<file path="src/rtl/instr_encoder_if.sv">
// Request stream, instruction-memory write port and session control/status
// of the instruction encoder, bundled as one interface.
interface instr_encoder_if #(
    parameter int unsigned ADDR_W = 8
);
    logic              start;
    logic              finish;
    logic              in_valid;
    logic              in_ready;
    logic [3:0]        op_sel;
    logic [4:0]        rs;
    logic [4:0]        rt;
    logic [4:0]        rd;
    logic [15:0]       imm;
    logic [25:0]       target;
    logic              wr_en;
    logic [ADDR_W-1:0] wr_addr;
    logic [31:0]       wr_data;
    logic              mem_ready;
    logic [ADDR_W:0]   count;
    logic              err;
    logic              full;
    logic              done;

    // Encoder side
    modport slave (
        input  start, finish, in_valid, op_sel, rs, rt, rd, imm, target, mem_ready,
        output in_ready, wr_en, wr_addr, wr_data, count, err, full, done
    );

    // Program source / memory side
    modport master (
        output start, finish, in_valid, op_sel, rs, rt, rd, imm, target, mem_ready,
        input  in_ready, wr_en, wr_addr, wr_data, count, err, full, done
    );
endinterface

</file>
<file path="src/rtl/instr_encoder.sv">
// Encodes symbolic instruction requests into 32-bit MIPS words and writes them
// sequentially into instruction memory through a registered, back-pressured
// write port. Sessions run IDLE -> RUN -> DRAIN -> DONE.
module instr_encoder #(
    parameter int unsigned ADDR_W    = 8,
    parameter int unsigned BASE_ADDR = 0,
    parameter int unsigned MAX_WORDS = 256
) (
    input  logic           clk,
    input  logic           rst_n,
    instr_encoder_if.slave bus
);
    typedef enum logic [1:0] {IDLE, RUN, DRAIN, DONE} state_t;

    localparam logic [ADDR_W-1:0] BASE    = ADDR_W'(BASE_ADDR);
    localparam logic [ADDR_W:0]   MAX_CNT = (ADDR_W+1)'(MAX_WORDS);

    state_t            state_q, state_d;
    logic              wr_en_q, wr_en_d;
    logic [ADDR_W-1:0] wr_addr_q, wr_addr_d;
    logic [ADDR_W-1:0] next_addr_q, next_addr_d;
    logic [31:0]       wr_data_q, wr_data_d;
    logic [ADDR_W:0]   count_q, count_d;
    logic [ADDR_W:0]   acc_q, acc_d;
    logic              err_q, err_d;
    logic              full_q, full_d;
    logic              done_q, done_d;

    logic [31:0]       enc_word;
    logic              enc_legal;
    logic              in_ready_w;
    logic              accept;
    logic              acc_legal;
    logic              acc_illegal;
    logic              wr_done;

    // Instruction encoding of the request currently presented
    always_comb begin
        enc_word  = '0;
        enc_legal = 1'b1;
        case (bus.op_sel)
            4'd0:    enc_word = {6'h00, bus.rs, bus.rt, bus.rd, 5'd0, 6'h20};
            4'd1:    enc_word = {6'h00, bus.rs, bus.rt, bus.rd, 5'd0, 6'h22};
            4'd2:    enc_word = {6'h00, bus.rs, bus.rt, bus.rd, 5'd0, 6'h24};
            4'd3:    enc_word = {6'h00, bus.rs, bus.rt, bus.rd, 5'd0, 6'h25};
            4'd4:    enc_word = {6'h00, bus.rs, bus.rt, bus.rd, 5'd0, 6'h2A};
            4'd5:    enc_word = {6'h23, bus.rs, bus.rt, bus.imm};
            4'd6:    enc_word = {6'h2B, bus.rs, bus.rt, bus.imm};
            4'd7:    enc_word = {6'h04, bus.rs, bus.rt, bus.imm};
            4'd8:    enc_word = {6'h05, bus.rs, bus.rt, bus.imm};
            4'd9:    enc_word = {6'h02, bus.target};
            4'd10:   enc_word = {6'h09, bus.rs, bus.rt, bus.imm};
            default: enc_legal = 1'b0;
        endcase
    end

    // finish has priority over a request presented in the same cycle
    assign in_ready_w  = (state_q == RUN) && !full_q && (!wr_en_q || bus.mem_ready)
                         && !bus.finish;
    assign accept      = bus.in_valid && in_ready_w;
    assign acc_legal   = accept && enc_legal;
    assign acc_illegal = accept && !enc_legal;
    assign wr_done     = wr_en_q && bus.mem_ready;

    // Next-state, write-port and session bookkeeping
    always_comb begin
        state_d     = state_q;
        wr_en_d     = wr_en_q;
        wr_addr_d   = wr_addr_q;
        next_addr_d = next_addr_q;
        wr_data_d   = wr_data_q;
        count_d     = count_q;
        acc_d       = acc_q;
        err_d       = err_q;
        full_d      = full_q;

        if (wr_done) begin
            count_d = count_q + 1'b1;
            wr_en_d = 1'b0;
        end
        // a new accept in the handshake cycle keeps wr_en high
        if (acc_legal) begin
            wr_en_d     = 1'b1;
            wr_addr_d   = next_addr_q;
            wr_data_d   = enc_word;
            next_addr_d = next_addr_q + 1'b1;
            acc_d       = acc_q + 1'b1;
            if ((acc_q + 1'b1) == MAX_CNT) begin
                full_d = 1'b1;
            end
        end
        if (acc_illegal) begin
            err_d = 1'b1;
        end

        case (state_q)
            IDLE, DONE: begin
                if (bus.start) begin
                    state_d     = RUN;
                    count_d     = '0;
                    acc_d       = '0;
                    err_d       = 1'b0;
                    full_d      = 1'b0;
                    next_addr_d = BASE;
                end
            end
            RUN: begin
                if (bus.finish || full_d) begin
                    state_d = DRAIN;
                end
            end
            DRAIN: begin
                if (!wr_en_q || bus.mem_ready) begin
                    state_d = DONE;
                end
            end
            default: state_d = IDLE;
        endcase

        done_d = (state_d == DONE);
    end

    // State and output registers with synchronous active-low reset
    always_ff @(posedge clk) begin
        if (!rst_n) begin
            state_q     <= IDLE;
            wr_en_q     <= 1'b0;
            wr_addr_q   <= BASE;
            next_addr_q <= BASE;
            wr_data_q   <= '0;
            count_q     <= '0;
            acc_q       <= '0;
            err_q       <= 1'b0;
            full_q      <= 1'b0;
            done_q      <= 1'b0;
        end else begin
            state_q     <= state_d;
            wr_en_q     <= wr_en_d;
            wr_addr_q   <= wr_addr_d;
            next_addr_q <= next_addr_d;
            wr_data_q   <= wr_data_d;
            count_q     <= count_d;
            acc_q       <= acc_d;
            err_q       <= err_d;
            full_q      <= full_d;
            done_q      <= done_d;
        end
    end

    assign bus.in_ready = in_ready_w;
    assign bus.wr_en    = wr_en_q;
    assign bus.wr_addr  = wr_addr_q;
    assign bus.wr_data  = wr_data_q;
    assign bus.count    = count_q;
    assign bus.err      = err_q;
    assign bus.full     = full_q;
    assign bus.done     = done_q;
endmodule

</file>
<file path="src/flat_wrapper.sv">
// flat-port wrapper written by rule: the top's interface ports become plain ports
module instr_encoder_flat 
#(
    parameter int unsigned ADDR_W    = 8,
    parameter int unsigned BASE_ADDR = 0,
    parameter int unsigned MAX_WORDS = 256
)
  (clk, rst_n, bus_start, bus_finish, bus_in_valid, bus_op_sel, bus_rs, bus_rt, bus_rd, bus_imm, bus_target, bus_mem_ready, bus_in_ready, bus_wr_en, bus_wr_addr, bus_wr_data, bus_count, bus_err, bus_full, bus_done);
  instr_encoder_if #(.ADDR_W(ADDR_W)) bus_i ();
  input  logic clk;
  input  logic rst_n;
  input wire logic [$bits(bus_i.start)-1:0] bus_start;
  input wire logic [$bits(bus_i.finish)-1:0] bus_finish;
  input wire logic [$bits(bus_i.in_valid)-1:0] bus_in_valid;
  input wire logic [$bits(bus_i.op_sel)-1:0] bus_op_sel;
  input wire logic [$bits(bus_i.rs)-1:0] bus_rs;
  input wire logic [$bits(bus_i.rt)-1:0] bus_rt;
  input wire logic [$bits(bus_i.rd)-1:0] bus_rd;
  input wire logic [$bits(bus_i.imm)-1:0] bus_imm;
  input wire logic [$bits(bus_i.target)-1:0] bus_target;
  input wire logic [$bits(bus_i.mem_ready)-1:0] bus_mem_ready;
  output wire logic [$bits(bus_i.in_ready)-1:0] bus_in_ready;
  output wire logic [$bits(bus_i.wr_en)-1:0] bus_wr_en;
  output wire logic [$bits(bus_i.wr_addr)-1:0] bus_wr_addr;
  output wire logic [$bits(bus_i.wr_data)-1:0] bus_wr_data;
  output wire logic [$bits(bus_i.count)-1:0] bus_count;
  output wire logic [$bits(bus_i.err)-1:0] bus_err;
  output wire logic [$bits(bus_i.full)-1:0] bus_full;
  output wire logic [$bits(bus_i.done)-1:0] bus_done;
  assign bus_i.start = bus_start;
  assign bus_i.finish = bus_finish;
  assign bus_i.in_valid = bus_in_valid;
  assign bus_i.op_sel = bus_op_sel;
  assign bus_i.rs = bus_rs;
  assign bus_i.rt = bus_rt;
  assign bus_i.rd = bus_rd;
  assign bus_i.imm = bus_imm;
  assign bus_i.target = bus_target;
  assign bus_i.mem_ready = bus_mem_ready;
  assign bus_in_ready = bus_i.in_ready;
  assign bus_wr_en = bus_i.wr_en;
  assign bus_wr_addr = bus_i.wr_addr;
  assign bus_wr_data = bus_i.wr_data;
  assign bus_count = bus_i.count;
  assign bus_err = bus_i.err;
  assign bus_full = bus_i.full;
  assign bus_done = bus_i.done;
  instr_encoder #(.ADDR_W(ADDR_W), .BASE_ADDR(BASE_ADDR), .MAX_WORDS(MAX_WORDS)) u_core (.clk(clk), .rst_n(rst_n), .bus(bus_i));
endmodule
</file>
<file path="config.mk">
export PLATFORM = sky130hd
export DESIGN_NAME = instr_encoder_flat
export DESIGN_NICKNAME = d
export VERILOG_FILES = /design/src/rtl/instr_encoder_if.sv /design/src/rtl/instr_encoder.sv /design/src/flat_wrapper.sv
export SDC_FILE = /design/constraint.sdc
export NUM_CORES = 1
export LEC_CHECK = 0
export ABC_AREA = 0
export BUFFER_PORTS_ARGS = -buffer_cell sky130_fd_sc_hd__clkbuf_2
export CORE_UTILIZATION = 54
export CTS_CLUSTER_SIZE = 28
export DETAILED_ROUTE_END_ITERATION = 10
export GPL_TIMING_DRIVEN = 0
export PLACE_DENSITY_LB_ADDON = 0.15
export SLEW_MARGIN = 25
export SYNTH_ARGS = -nofsm -noshare
export SYNTH_HDL_FRONTEND = slang
export SYNTH_SLANG_ARGS = --single-unit
</file>
<file path="constraint.sdc">
create_clock -name clk -period 3.4 [get_ports clk]
set_clock_uncertainty 0.05 [all_clocks]
set_input_delay 0.51 -clock clk [delete_from_list [all_inputs] [get_ports clk]]
set_output_delay 0.51 -clock clk [all_outputs]
set_load 0.05 [all_outputs]
</file>
Word-level counts from Yosys, hierarchy flattened
Index checks and enable logic that the tools add are counted.

word-level totals
  flip-flop bits (word level) = 72
  logic and storage cells = 70

operators by class
  add/sub/neg operators = 3
  eq/ne operators = 15
  muxes and demuxes = 24
  reduce and logical (&&, ||, !) cells = 18

operators with widths
  kind                   count
  $pmux W32 S11          1
  $mux W9                6
  $mux W8                3
  $add A9 B1 Y9 const B  2
  $eq A4 B3 Y1 const B   4
  $eq A4 B4 Y1 const B   3
  $reduce_or A11 Y1      1
  $mux W1                10
  $eq A9 B9 Y1 const B   1
  $add A8 B1 Y8 const B  1
  $eq A4 B2 Y1 const B   2
  $logic_and A1 B1 Y1    7
  $eq A2 B2 Y1 const B   3
  $mux W2                3
  $pmux W2 S3            1
  $eq A4 B1 Y1 const B   1
  $logic_not A1 Y1       4
  $logic_not A4 Y1       1
  $eq A2 B1 Y1 const B   1
  $logic_not A2 Y1       1
  $logic_or A1 B1 Y1     2
  $reduce_bool A2 Y1     1
  $reduce_or A2 Y1       1

Depth between registers and ports, before layout
  word-level depth = 11
  gate-level depth with buffers = 9

Worst setup path after synthesis
Ideal clock, no wire load.

  path type = reg2out
  start = register u_core.full_q, in the netlist u_core.bus.full
  end = output bus_in_ready
  arrival time = 1.270 ns
  required time = 2.840 ns
  path slack = 1.570 ns
  cell stages (with the launch flop) = 3
  path buffers = 0
  path through = dfxtp_1 nor3b_4 and2_1

on the way
  word-level cells in the longest chain between the ends = 4

ends and longest elaborated chain
  element                            RTL line              RTL
  start: declaration                 instr_encoder.sv:26   logic full_q, full_d;
  start signal: assignment           instr_encoder.sv:145  full_q <= full_d;
  $logic_not A1 Y1                   instr_encoder.sv:58   assign in_ready_w = (state_q == RUN) && !full_q && (!wr_en_q || bus.mem_ready)
  $logic_and A1 B1 Y1 (2 in series)  instr_encoder.sv:58
  $logic_and A1 B1 Y1                instr_encoder.sv:59   && !bus.finish;
  end: declaration                   flat_wrapper.sv:22    output wire logic [$bits(bus_i.in_ready)-1:0] bus_in_ready;

Every way passes these cells.

Worst setup path after layout
  start = register u_core.state_q[0]
  end = output bus_in_ready

on the way
  word-level cells in the longest chain between the ends = 4

ends and longest elaborated chain
  element                            RTL line              RTL
  start: declaration                 instr_encoder.sv:18   state_t state_q, state_d;
  start signal: assignment           instr_encoder.sv:137  state_q <= state_d;
  $eq A2 B1 Y1                       instr_encoder.sv:58
  $logic_and A1 B1 Y1 (2 in series)  instr_encoder.sv:58
  $logic_and A1 B1 Y1                instr_encoder.sv:59

Every way passes these cells.

==> reports/qor.yml <==
route:
  vias: 3467
  wl_per_cell_um: 14.4
  drc: 0
  vias_per_cell: 5.54
  antenna_left: 0
  routed_wl_um: 9010
  first_iter_violations: 228
  drt-pass1-iter-count: 5
power:
  finalPower_uw: 2220
  max-vdd-ir-drop_uv: 400
  power_per_cell_area_nw_per_um2: 496
  combPwrFrac: 0.252
  switchingPower_uw: 734
  internal-power_uw: 1490
  p_clk_frac: 0.337
  pwr-share-seq: 0.411
  switching_share: 0.330
  leakage_uw: 0.00191
worst_setup_path:
  path_cells: "ha_1 -> nor3b_4 -> and2_1 -> clkbuf_2"
  worstPathRequired_ps: 2840
  worstSetupStartpointType: "register"
  setup.worst_path.class: "reg2out"
  critPathMaxFanout: 5
  endpoint_kind: "output pin"
  arrival_ps: 1760
  cpPeakStageDelay_ps: 420
  worst_path_max_delay_cell: "dfxtp_1"
grt:
  track_usage: 0.265
  antenna_found_initial: 0
  grt_pass1_vias: 3157
  grt_max_degree: 13
  grt_pass1_wl_um: 14700
  gr-total-overflow: 0
synth:
  synth_xor_xnor_area_share: 0.0515
  synth-compound-area-share: 0.224
  ys_seq_area_frac: 0.398
  yosysUniqueCellTypes: 55
  synth_top_family_by_area: "simple AND/OR/NAND/NOR gates"
  synthAdderAreaFrac: 0.0175
  synth.area.top_cells: "dfxtp_1 40%, nor2_1 6.8%, xor2_1 4.4%"
  synth_nets: 488
  synthCells: 416
  ys.flop_type: "dfxtp_1"
  yosysMostFrequentCell: "dfxtp_1"
  ys_ff_latch: 71
  synth_edf_count: 0
  netlist_area_sq_um: 3570
  muxShareOfSynthArea: 0.00280
  synth.top_cell.area_share: 0.398
  synthSimpleGateAreaFrac: 0.241
  synth_warnings: 0
  ys_top_cells_by_count: "71 x dfxtp_1, 65 x nor2_1, 39 x nand2_1"
  synth_area_per_cell_sq_um: 8.59
  ys_async_sr_fraction: 0
  yosysTopAreaCell: "dfxtp_1"
sta:
  rsz0062_at_grt: "false"
  slew_headroom: 0.556
  finalCritPeriodShare: 0.682
  setup_tns_ps: 0
  finalMaxSlewViolations: 0
  worst_pin_slew_ps: 666
  timing.fmax_mhz: 431
  setup_slack_ps: 1080
  fin_crit_ps: 2320
  final_hold_viol_count: 0
  setup_viol: 0
clock_tree:
  root_buffer: "clkbuf_8"
  cts_num_sinks: 71
  clk_path_buf_depth: 2
  ctsResizeCount: 0
  cts_made_buffers: 9
  htreeDepth: 3
  clk_latency_ps: 340
  hold_buffers: 0
  cts_tree: "done"
  postCtsSetupBuffers: 0
  path_clk_slew_ps: 80
cells_and_area:
  antenna_cells: 0
  layout.nets: 617
  drive_above_1_share: 0.328
  syn2layout_area_growth_pct: 25.4
flow_run:
  max-cap-violations: 0
placed_design:
  gp_congestion: 0.844
  place_ws_ps: 1360
  io_buffers: 118
  post-dp-hpwl_um: 6660
worst_hold_path:
  hp-class: "in2reg"
die:
  dieArea_sq_um: 6940
  die_h_um: 83.3
  core-area_sq_um: 6350
  ios: 121
  fp-row-count: 29
  die_x_um: 83.3
  initial_utilization: 0.563
outcome:
  outcome: "complete, no violations"
## routing by layer
metal / part of all wire / up-vias / global-route usage
li1: - / 1747 / -
met1: 0.45 / 1596 / 0.336
met2: 0.48 / 112 / 0.449
met3: 0.057 / 12 / 0.0457
met4: 0.017 / 0 / 0.102
met5: 0 / - / 0
## metrics by stage
stage	hold WS, ps	instances	util	instance area (sq um)
final	383	626	0.705	4480
after global routing	407	626	0.705	4480
after CTS	370	626	0.705	4480
after detailed placement	396	611	0.671	4260
after global placement	396	611	0.671	4260
after floorplan	394	416	-	3570
## state kept, by name, indices dropped and copies added, names as in the netlist
register            flops
u_core.bus.err          1
u_core.acc_q            9
u_core.bus.wr_addr      8
u_core.bus.wr_data     31
u_core.bus.done         1
u_core.state_q          2
u_core.bus.count        9
u_core.bus.full         1
u_core.next_addr_q      8
u_core.bus.wr_en        1
## worst max-delay path, delay by kind of cell, from the launching register on
family	cells	cell delay, ps
buf+inv	1	280
flops	1	420
simple gates	2	510
fa+ha+maj	1	210
## cell type report
type / count / area [sq um]
Multi-Input combinational cell: 306 / 1920
Fill cell: 574 / 1870
Sequential cell: 71 / 1420
Timing Repair Buffer: 118 / 591
Buffer: 34 / 211
Clock buffer: 10 / 138
Tap cell: 77 / 96.3
Clock inverter: 5 / 82.6
Inverter: 5 / 18.8
## power by group through the flow
stage / Sequential (uW) / Combinational [uW] / Clock (uW)
after floorplan: 1070 / 266 / 0
after global routing: 919 / 607 / 793
after CTS: 912 / 560 / 763
after global placement: 930 / 548 / 0
final: 913 / 559 / 749
after detailed placement: 931 / 557 / 0
## cell usage in the layout, fill, tap and decap left out, types with 2 or more instances in the layout
cell type  instances
nand2b_1           7
xor2_1            18
or3_1              4
and4_1             3
a31oi_1            7
a211oi_2           2
a22o_1             2
clkbuf_8          10
and3_1             3
o221ai_1           2
nor2_1            65
a21o_1             2
a221oi_2          10
nand2_1           39
nor2b_1            5
nand4_1           12
clkbuf_1           9
clkbuf_2         119
and2_1             7
buf_2             12
o21ai_0           10
dfxtp_1           71
nand3_1            5
inv_1              5
a22oi_1            9
a221oi_1          11
a211oi_1           8
ha_1               5
nor3_1            19
buf_6              6
a21oi_1           25
bufinv_16          2
xnor2_1            3
buf_4              6
clkinv_4           2
## kinds of logic after synthesis
logic type | Yosys count
AOI/OAI and AO/OA | 101
xor gates and xnor gates | 21
adders and majority gates | 5
buffers and inverters | 39
DFF | 71
muxes | 1
other | 1
and+or+nand+nor | 177
## final timing paths
check	start	end	slack, ps	cells after the start
hold / removal	bus_imm[1]	u_core.bus.wr_data[1]$_SDFFE_PN0N_	380	3
setup / recovery	u_core.state_q[0]$_SDFF_PN0_	bus_in_ready	1080	4
hold reg to reg	u_core.bus.wr_addr[3]$_SDFFE_PN0N_	u_core.bus.wr_addr[3]$_SDFFE_PN0N_	410	2
setup reg to reg	u_core.state_q[0]$_SDFF_PN0_	u_core.bus.wr_data[3]$_SDFFE_PN0N_	1360	6
Note: power is estimated with default switching activity, not from simulation.
